===== src/rtl/nrzi_pkg.sv =====
// ---------------------------------------------------------------------------
// nrzi_pkg
//   Types and constants shared by the NRZI transmit and receive line blocks.
//   - nrzi_state_t    : serializer sequencer states
//   - NRZI_IDLE_LEVEL : line level driven out of reset
// ---------------------------------------------------------------------------
package nrzi_pkg;

   typedef enum logic [1:0] {
      S_IDLE  = 2'd0,
      S_DATA  = 2'd1,
      S_STUFF = 2'd2
   } nrzi_state_t;

   localparam logic NRZI_IDLE_LEVEL = 1'b0;

endpackage : nrzi_pkg


===== src/rtl/nrzi_bit_timer.sv =====
// ---------------------------------------------------------------------------
// nrzi_bit_timer
//   Divides Clk down to one bit period of CLKS_PER_BIT cycles.
//   Ports:
//     Clk     in  clock, posedge
//     Clr     in  synchronous active-high reset
//     start   in  restart the period count (word accepted)
//     enable  in  count while a bit period is being transmitted
//     bit_end out high in the last cycle of each bit period
// ---------------------------------------------------------------------------
module nrzi_bit_timer #(
   parameter int unsigned CLKS_PER_BIT = 1
) (
   input  logic Clk,
   input  logic Clr,
   input  logic start,
   input  logic enable,
   output logic bit_end
);

   localparam int unsigned CW = $clog2(CLKS_PER_BIT + 1);
   localparam logic [CW-1:0] LAST = CW'(CLKS_PER_BIT - 1);

   logic [CW-1:0] cnt;

   always_ff @(posedge Clk) begin
      if (Clr || start)
         cnt <= '0;
      else if (enable)
         cnt <= (cnt == LAST) ? '0 : cnt + 1'b1;
   end

   assign bit_end = enable && (cnt == LAST);

endmodule : nrzi_bit_timer


===== src/rtl/nrzi_tx_serializer.sv =====
// ---------------------------------------------------------------------------
// nrzi_tx_serializer
//   Parallel-in, serial-out NRZI transmitter. A WIDTH-bit word is taken over
//   a valid/ready handshake and sent LSB first; a 1 toggles Tx, a 0 holds it.
//   Optional bit stuffing (macro NRZI_TX_STUFF_EN): after STUFF_LEN
//   consecutive 0 bits an extra toggling period is inserted so a downstream
//   transition detector never loses lock.
//   Ports:
//     Clk        in  clock, posedge
//     Clr        in  synchronous active-high reset
//     Din        in  [WIDTH] word to transmit
//     DinValid   in  Din valid
//     DinReady   out block idle, can accept a word
//     Tx         out registered NRZI line
//     TxBitValid out high during every transmitted period (data or stuffed)
//     TxStuff    out high during a stuffed period (0 without the macro)
//     Done       out one-cycle pulse after the last period of a word
// ---------------------------------------------------------------------------
module nrzi_tx_serializer
   import nrzi_pkg::*;
#(
   parameter int unsigned WIDTH        = 8,
   parameter int unsigned CLKS_PER_BIT = 1,
   parameter int unsigned STUFF_LEN    = 6
) (
   input  logic             Clk,
   input  logic             Clr,
   input  logic [WIDTH-1:0] Din,
   input  logic             DinValid,
   output logic             DinReady,
   output logic             Tx,
   output logic             TxBitValid,
   output logic             TxStuff,
   output logic             Done
);

   if (WIDTH < 1) begin : g_chk_width
      $error("nrzi_tx_serializer: WIDTH must be >= 1");
   end
   if (CLKS_PER_BIT < 1) begin : g_chk_cpb
      $error("nrzi_tx_serializer: CLKS_PER_BIT must be >= 1");
   end
   if (STUFF_LEN < 1) begin : g_chk_stuff
      $error("nrzi_tx_serializer: STUFF_LEN must be >= 1");
   end

   localparam int unsigned BW = $clog2(WIDTH + 1);
   localparam logic [BW-1:0] LAST_IDX = BW'(WIDTH - 1);

   nrzi_state_t      state, state_n;
   logic             tx_q, tx_n;
   logic             done_q, done_n;
   logic [WIDTH-1:0] sr, sr_n, sr_sh;   // sr[0] is the bit on the line now
   logic [BW-1:0]    idx, idx_n;
   logic             accept, bit_end, adv, last;

`ifdef NRZI_TX_STUFF_EN
   localparam int unsigned ZW = $clog2(STUFF_LEN + 1);
   localparam logic [ZW-1:0] ZRUN_MAX = ZW'(STUFF_LEN);
   logic [ZW-1:0] zrun, zrun_n, zrun_inc;
   assign zrun_inc = zrun + 1'b1;
`endif

   assign accept = DinValid && (state == S_IDLE);
   assign sr_sh  = sr >> 1;
   assign last   = (idx == LAST_IDX);

   nrzi_bit_timer #(.CLKS_PER_BIT(CLKS_PER_BIT)) u_timer (
      .Clk     (Clk),
      .Clr     (Clr),
      .start   (accept),
      .enable  (state != S_IDLE),
      .bit_end (bit_end)
   );

   always_ff @(posedge Clk) begin
      if (Clr) begin
         state  <= S_IDLE;
         tx_q   <= NRZI_IDLE_LEVEL;
         done_q <= 1'b0;
         sr     <= '0;
         idx    <= '0;
`ifdef NRZI_TX_STUFF_EN
         zrun   <= '0;
`endif
      end else begin
         state  <= state_n;
         tx_q   <= tx_n;
         done_q <= done_n;
         sr     <= sr_n;
         idx    <= idx_n;
`ifdef NRZI_TX_STUFF_EN
         zrun   <= zrun_n;
`endif
      end
   end

   always_comb begin
      state_n = state;
      tx_n    = tx_q;
      done_n  = 1'b0;
      sr_n    = sr;
      idx_n   = idx;
      adv     = 1'b0;
`ifdef NRZI_TX_STUFF_EN
      zrun_n  = zrun;
`endif
      case (state)
         S_IDLE: begin
            if (accept) begin
               sr_n    = Din;
               tx_n    = tx_q ^ Din[0];
               idx_n   = '0;
               state_n = S_DATA;
`ifdef NRZI_TX_STUFF_EN
               zrun_n  = '0;
`endif
            end
         end
         S_DATA: begin
            if (bit_end) begin
`ifdef NRZI_TX_STUFF_EN
               // The run is scored when a 0 period finishes; reaching the
               // limit inserts a forced toggle before the pending bit.
               if (!sr[0] && (zrun_inc == ZRUN_MAX)) begin
                  state_n = S_STUFF;
                  tx_n    = ~tx_q;
                  zrun_n  = '0;
               end else begin
                  zrun_n  = sr[0] ? '0 : zrun_inc;
                  adv     = 1'b1;
               end
`else
               adv = 1'b1;
`endif
            end
         end
`ifdef NRZI_TX_STUFF_EN
         S_STUFF: begin
            if (bit_end)
               adv = 1'b1;
         end
`endif
         default: state_n = S_IDLE;
      endcase

      // Move to the next data bit, or finish the word.
      if (adv) begin
         if (last) begin
            state_n = S_IDLE;
            done_n  = 1'b1;
         end else begin
            state_n = S_DATA;
            idx_n   = idx + 1'b1;
            sr_n    = sr_sh;
            tx_n    = tx_q ^ sr_sh[0];
         end
      end
   end

   assign DinReady   = (state == S_IDLE);
   assign TxBitValid = (state != S_IDLE);
   assign Tx         = tx_q;
   assign Done       = done_q;
`ifdef NRZI_TX_STUFF_EN
   assign TxStuff    = (state == S_STUFF);
`else
   assign TxStuff    = 1'b0;
`endif

endmodule : nrzi_tx_serializer

===== config.mk =====
export PLATFORM = sky130hd
export DESIGN_NAME = nrzi_tx_serializer
export DESIGN_NICKNAME = d
export VERILOG_FILES = /design/src/rtl/nrzi_pkg.sv /design/src/rtl/nrzi_bit_timer.sv /design/src/rtl/nrzi_tx_serializer.sv
export SDC_FILE = /design/constraint.sdc
export NUM_CORES = 1
export LEC_CHECK = 0
export CORE_UTILIZATION = 42
export DETAILED_ROUTE_END_ITERATION = 12
export GPL_TIMING_DRIVEN = 0
export PLACE_DENSITY = 0.72
export SLEW_MARGIN = 30
export SYNTH_ARGS = -nofsm -noshare
export SYNTH_HDL_FRONTEND = slang
export SYNTH_SLANG_ARGS = --single-unit

===== constraint.sdc =====
create_clock -name Clk -period 1.4 [get_ports Clk]
set_input_delay 0.42 -clock Clk [delete_from_list [all_inputs] [get_ports Clk]]
set_output_delay 0.42 -clock Clk [all_outputs]
set_load 0.02 [all_outputs]

# == Word level (Yosys, flattened, before mapping) ==
# Index checks and enable logic that the tools add are counted.
# word_totals
ff_bits,17
elab_cells,43
# classes
n_addsub,2
eq_ne,4
muxes,20
n_bitwise,4
n_reduce_logical,7
# ops
operator,count
8-bit two-way mux,4
4-bit two-way mux,4
1-bit two-way mux,9
"4-bit by 1-bit adder with 4-bit output, second input constant",1
"4-bit by 3-bit == test with 1-bit output, second input constant",1
2-bit two-way mux,2
2-bit one-hot mux with 2 select lines,1
"3-bit by 1-bit inequality test with 1-bit output, second input constant",1
"2-bit by 1-bit == test with 1-bit output, second input constant",1
1-bit logical AND,2
2-bit logical NOT,1
"2-bit inequality test, second input constant",1
1-bit NOT,2
2-bit AND reduction,1
2-bit nonzero test,1
2-bit OR reduction,1
1-bit XOR,2
"1-bit adder, second input constant",1
1-bit logical OR,1

# == Depth between registers and ports, before layout ==
# Gate-level depths: netlist of the first run.
# logic_depth
word_depth,6
ltp_mapped,5

# == Cells and area by module ==
# A second synthesis of the first run with hierarchy kept.
# unflattened
hier_cells,80
area_unflattened_um2,666.9
# by_module_without_submodules
mod,instances,cells_each,area_each_um2
nrzi_tx_serializer,1,79,659.4
nrzi_bit_timer,1,1,7.5

# == Worst setup path after synthesis of the first run ==
# Ideal clock, no wire load.
# synth_timing
path_type,register to register
from,register idx[0]
to,register idx[0]
setup_ps,66
arrival_ps,1289
setup_slack_ps,45
stages_incl_launch_ff,6
n_path_buf,1
path_cell_list,dfxtp_1 -> ha_1 -> and3b_1 -> buf_6 -> or3_1 -> a21oi_2
# synth_via
elab_chain_len,4
word_cells_on_any_way,6
# synth_lines
item,line,rtl
"start, declared",nrzi_tx_serializer.sv:54,"logic [BW-1:0] idx, idx_n;"
"start signal, assigned",nrzi_tx_serializer.sv:91,idx <= idx_n;
"parallel branches: the longest is 3 deep, another holds 4-bit by 1-bit adder with 4-bit output",-,
4-bit two-way mux (*),nrzi_tx_serializer.sv:148,if (adv) begin
# Every way passes the cells marked *.
# A chain may end at the register's enable or synchronous reset.

# == Worst setup path after layout of the first run ==
# layout_timing
from,register idx[0]
to,register sr[6]
# layout_via
elab_chain_len,3
# layout_lines
item,line,rtl
4-bit by 3-bit == test with 1-bit output,nrzi_tx_serializer.sv:66,assign last = (idx == LAST_IDX);
8-bit two-way mux,nrzi_tx_serializer.sv:149,if (last) begin
8-bit two-way mux,nrzi_tx_serializer.sv:148,
"end signal, assigned",nrzi_tx_serializer.sv:90,sr <= sr_n;
"end, declared",nrzi_tx_serializer.sv:53,"logic [WIDTH-1:0] sr, sr_n, sr_sh;"
# Every way passes these cells.

==> results.sh, run 1 <==
export IMPL_synthDistinctLibCells=29
export IMPL_startpoint="idx[0]"
export IMPL_clkTransAtPathRegs_ns=0.09
export IMPL_syn_area_um2=661
export IMPL_layout_drive_gt1_share_pct=26.3
export IMPL_synth_flop_cell="dfxtp_1"
export IMPL_wl_um=1580
export IMPL_crit_end="sr[6]"
export IMPL_drv_cap=0
export IMPL_fin_cells=110
export IMPL_placedCellCount=100
export IMPL_cts_buffer_depth=2
export IMPL_cp_depth=5
export IMPL_crit_type="reg -> reg"
export IMPL_hold_path_class="reg -> reg"
export IMPL_yosysSeqAreaShare_pct=42.4
export IMPL_numCtsBuffers=3
export IMPL_wire_per_inst_um=14.4
export IMPL_via_per_inst=5.62
export IMPL_end_kind="flip-flop"
export IMPL_period_share_pct=99.0
export IMPL_post_route_min_period_ns=1.39
export IMPL_n_antenna_cell=0
export IMPL_async_flop_share_pct=0
export IMPL_status="complete, no violations"
export IMPL_cp_top_family="flip-flops"
export IMPL_first_pass_iters=4
export IMPL_p_per_area_nw_per_um2=980
export IMPL_fin_skew_ns=0.00422
export IMPL_synth_seq_cells=14
export IMPL_grt_pass1_wl_um=2410
export IMPL_slowest_stage="dfxtp_4"
export IMPL_ios=16
export IMPL_timing_rr_end="sr[6]"
export IMPL_num_rows=13
export IMPL_clockRootBuffer="clkbuf_4"
export IMPL_dr_first_iter_drc_count=7
export IMPL_cts_sinks=14
export IMPL_ctsHoldBuffers=0
export IMPL_overflow=0
export IMPL_cp_data_required_time_ns=1.61
export IMPL_clk_latency_ns=0.29
export IMPL_grt_start_max_net_pins=11
export IMPL_fin_area_um2=970
export IMPL_worstRegToRegCells=5
export IMPL_hold_viol=0
export IMPL_num_vias=618
export IMPL_critPathMaxStageDelay_ns=0.37
export IMPL_synth_nets=83
export IMPL_p_leak_nw=0.389
export IMPL_crit_buf_inv=1
export IMPL_ys_warn_count=0
export IMPL_dieHeight_um=41.7
export IMPL_r2r_start="idx[0]"
export IMPL_grt_total_usage_pct=18.6
export IMPL_worstHoldStart="idx[1]"
export IMPL_initial_utilization_pct=47.8
export IMPL_gp_congestion=0.688
export IMPL_postLayoutCoreUtil_pct=70.1
export IMPL_avgSynthCellArea_um2=9.30
export IMPL_start_kind="flip-flop"
export IMPL_grt_pass1_vias=565
export IMPL_layout_nets=108
export IMPL_drv_slew=0
export IMPL_vdd_drop_max_mv=0.731
export IMPL_htree_levels=1
export IMPL_synth_edff_count=0
export IMPL_fmax_ghz=0.721
export IMPL_die_w_um=41.7
export IMPL_setup_viol=0
export IMPL_port_buffer_count=14
export IMPL_syn2layout_area_growth_pct=46.8
export IMPL_dpl_hpwl_um=967
export IMPL_antenna_found_initial=0
export IMPL_ant_nets=0
export IMPL_synth_cells=71
export IMPL_crit_path_max_fanout=7
export IMPL_coreArea_um2=1380
export IMPL_post_route_drc_count=0
export IMPL_die_area_um2=1740
export IMPL_cts_tree="yes"
export IMPL_reg2reg_slack_ns=0.01
export IMPL_dpl_instance_area_um2=820
export IMPL_cp_arrival_ns=1.59
export IMPL_crit_chain="ha_4 > nand3b_1 > buf_4 > nand2_1 > a211oi_1"
==> how the worst min path moves through the flow <==
stage               endpoint  slack, ns  cells past startpoint
global placement      idx[1]       0.48                      2
finish                idx[1]       0.53                      2
CTS                   idx[1]       0.50                      2
detailed placement    idx[1]       0.49                      2
floorplan             idx[1]       0.47                      2
global route          idx[1]       0.56                      2
==> layout by cell type, fill, tap and decap left out, types with 2 or more instances in the layout <==
| cell type | count |
|---|---|
| a211oi_1 | 7 |
| buf_4 | 7 |
| nor3_1 | 7 |
| dfxtp_1 | 11 |
| inv_1 | 2 |
| nand3_1 | 3 |
| clkbuf_4 | 3 |
| nor2_1 | 3 |
| nand2b_1 | 2 |
| a21oi_1 | 4 |
| o21ai_0 | 2 |
| mux2i_1 | 7 |
| clkdlybuf4s50_1 | 10 |
| dfxtp_4 | 2 |
| buf_6 | 2 |
==> layer usage <==
metal  vias up  GRT usage (%)  routed length, µm
met5         -              0                  0
met4         0           11.6                 53
met3         6           3.91                 41
met2        15           29.1                749
met1       289           23.0                734
li1        308              -                  -
==> timing repair <==
action / 4_1_cts / 5_1_grt
setup buffers: 1 / 4
gates cloned: 0 / 1
setup endpoints to repair: 6 / 12
pin swaps: 0 / 2
gates resized for setup: 18 / 10
==> cells in the mapped netlist, types with 2 or more instances <==
library cell,n,area [µm²]
inv_1,2,7.51
nor3_1,7,35.0
dfxtp_1,14,280
nand2b_1,2,12.5
o21ai_0,2,10.0
a211oi_1,7,52.6
mux2i_1,7,70.1
nand3_1,3,15.0
a21oi_1,4,20.0
buf_4,2,15.0
nor2_1,3,11.3
==> flip-flops by register name, summed over array words and instances (netlist names) <==
register and count:
idx 4, sr 7, Done 1, state 1
Tx 1
==> stage by stage <==
| step | total power, mW | hold WS [ns] | worst slack (ns) | setup TNS (ns) |
|---|---|---|---|---|
| 6_report | 0.951 | 0.534 | 0.0138 | 0 |
| 5_1_grt | 0.983 | 0.558 | -0.00823 | -0.0185 |
| 4_1_cts | 0.924 | 0.505 | 0.00290 | 0 |
| 3_5_place_dp | 0.615 | 0.490 | -0.319 | -2.79 |
| 3_3_place_gp | 0.612 | 0.482 | -0.317 | -2.69 |
| 2_1_floorplan | 0.549 | 0.470 | 0.0453 | 0 |
==> where the power goes <==
group          switching [mW]  total (mW)  internal [mW]
combinational          0.0890       0.202          0.113
sequential             0.0174       0.442          0.425
clock                   0.148       0.307          0.158
==> worst min-delay path: cells and delay by family (launching register included) <==
family,cells,cell delay [ns]
flops,1,0.35
compound gates,2,0.16
==> cell type report <==
cell class                 count  area (µm²)
fill                         101         413
multi-input combinational     49         359
sequential                    14         289
timing repair buffer          20         198
buffer                         5        45.0
clock buffer                   4        36.3
inverter                       3        23.8
tap                           15        18.8
==> logic make-up after synthesis <==
| logic type | synth area share [%] |
|---|---|
| simple gates | 19.3 |
| compound gates | 16.5 |
| flops | 42.4 |
| buf+inv | 7.01 |
| mux | 12.3 |
| fa+ha+maj | 1.89 |
| other cells | 0.568 |
(Power assumes the default switching activity.)
==> run 2: changes to the inputs <==
--- a/config.mk
+++ b/config.mk
@@ -9,6 +9,7 @@
 export DETAILED_ROUTE_END_ITERATION = 12
 export GPL_TIMING_DRIVEN = 0
 export PLACE_DENSITY = 0.72
+export SETUP_SLACK_MARGIN = 0.05
 export SLEW_MARGIN = 30
 export SYNTH_ARGS = -nofsm -noshare
 export SYNTH_HDL_FRONTEND = slang
==> run 2 against run 1 <==
Register-to-register slack improved by 0.04 ns. Combinational power decreased by 11%. Cell area decreased by 3.4%. Flip-flop and latch count unchanged. Clock power decreased by 6.5%. Die area unchanged. Sequential share of layout area increased by 0.77 points.
==> results.sh, run 2 (synthesis results as in run 1) <==
export IMPL_fmax_ghz=0.735
export IMPL_htree_levels=1
export IMPL_dieHeight_um=41.7
export IMPL_via_per_inst=5.29
export IMPL_critPathMaxStageDelay_ns=0.33
export IMPL_cts_tree="yes"
export IMPL_first_pass_iters=5
export IMPL_grt_pass1_vias=493
export IMPL_status="complete, no violations"
export IMPL_initial_utilization_pct=47.8
export IMPL_pre_cts_slack_ns=-0.317
export IMPL_reg2reg_slack_ns=0.05
export IMPL_drv_cap=0
export IMPL_grt_pass1_wl_um=2210
export IMPL_wire_per_inst_um=12.4
export IMPL_slowest_stage="dfxtp_2"
export IMPL_gp_congestion=0.704
export IMPL_setup_viol=0
export IMPL_drv_slew=0
export IMPL_reg_top3="sr: 7 flops, idx: 4 flops"
export IMPL_syn2layout_area_growth_pct=41.9
export IMPL_die_area_um2=1740
export IMPL_layout_nets=109
export IMPL_num_rows=13
export IMPL_numCtsBuffers=3
export IMPL_clkTransAtPathRegs_ns=0.08
export IMPL_period_share_pct=97.2
export IMPL_port_buffer_count=14
export IMPL_largest_register="sr"
export IMPL_crit_path_max_fanout=10
export IMPL_fin_ws_ns=0.0391
export IMPL_postLayoutCoreUtil_pct=67.8
export IMPL_hold_viol=0
export IMPL_cp_data_required_time_ns=0.98
export IMPL_ios=16
export IMPL_p_leak_nw=0.389
export IMPL_start_kind="flip-flop"
export IMPL_n_antenna_cell=0
export IMPL_rsz0062_at_grt="true"
export IMPL_end_kind="primary output"
export IMPL_vdd_drop_max_mv=0.869
export IMPL_clockRootBuffer="clkbuf_4"
export IMPL_wl_um=1380
export IMPL_ctsHoldBuffers=0
export IMPL_clk_latency_ns=0.28
export IMPL_cts_buffer_depth=2
export IMPL_overflow=0
export IMPL_p_per_area_nw_per_um2=968
export IMPL_grt_start_max_net_pins=11
export IMPL_fin_total_pwr_mw=0.907
export IMPL_largest_register_ffs=7
export IMPL_dr_first_iter_drc_count=9
export IMPL_grt_total_usage_pct=16.3
export IMPL_ant_nets=0
export IMPL_mostFrequentLayoutCells="dfxtp_1, buf_4, clkdlybuf4s50_1"
export IMPL_dpl_hpwl_um=881
export IMPL_post_route_min_period_ns=1.36
export IMPL_fin_skew_ns=0.00479
export IMPL_die_w_um=41.7
export IMPL_cts_sinks=14
export IMPL_coreArea_um2=1380
export IMPL_cp_arrival_ns=0.94
export IMPL_crit_chain="buf_6 > inv_6 > buf_6"
export IMPL_fin_tns_setup_ns=0
export IMPL_hold_path_class="reg -> reg"
export IMPL_antenna_found_initial=0
export IMPL_post_route_drc_count=0
export IMPL_final_common_cell="dfxtp_1"
export IMPL_crit_type="reg -> out"
export IMPL_cpMostUsedCell="buf_6"
export IMPL_layout_drive_gt1_share_pct=27.1
export IMPL_num_vias=587
[run 2: stage by stage]
step	instance area (µm²)	cells	hold slack (ns)
after floorplan	663	71	0.471
after global placement	822	100	0.483
after detailed placement	822	100	0.497
after CTS	886	105	0.514
after global routing	937	111	0.551
final	937	111	0.512
[run 2: critical path, delay by kind of cell, from the launching register on]
kind / cells / cell delay [ns]
buffers and inverters: 3 / 0.33
DFF: 1 / 0.33
[run 2: cell type report]
type                            instances  area, µm²
Tap cell                               15       18.8
Sequential cell                        14        287
Fill cell                             116        445
Clock buffer                            4       36.3
Multi-Input combinational cell         49        352
Inverter                                3       16.3
Timing Repair Buffer                   21        186
Buffer                                  5       41.3
[run 2: timing repair]
item	in CTS	in global routing
buffers inserted	1	6
pin swaps	1	5
gates resized for setup	17	10
gates cloned	0	0
endpoints found under the setup margin	6	10
[run 2: report_power, final]
part	leakage, nW	switching (mW)	internal, mW	total, mW
clock network	0.0210	0.129	0.158	0.287
logic	0.252	0.0834	0.0963	0.180
registers	0.116	0.0152	0.425	0.440
[run 2: final timing paths]
check,from,to,cells after the start
worst max-delay path,state[0],DinReady,3
worst min-delay path,idx[1],idx[1],2
worst max register to register,idx[0],idx[0],5
worst min register to register,idx[1],idx[1],2
[run 2: metal layers]
layer	routed length, µm	GRT usage (%)	vias up
met2	604	21.6	18
li1	-	-	309
met4	0	3.87	0
met5	0	0	-
met1	695	25.1	260
met3	80	5.22	0
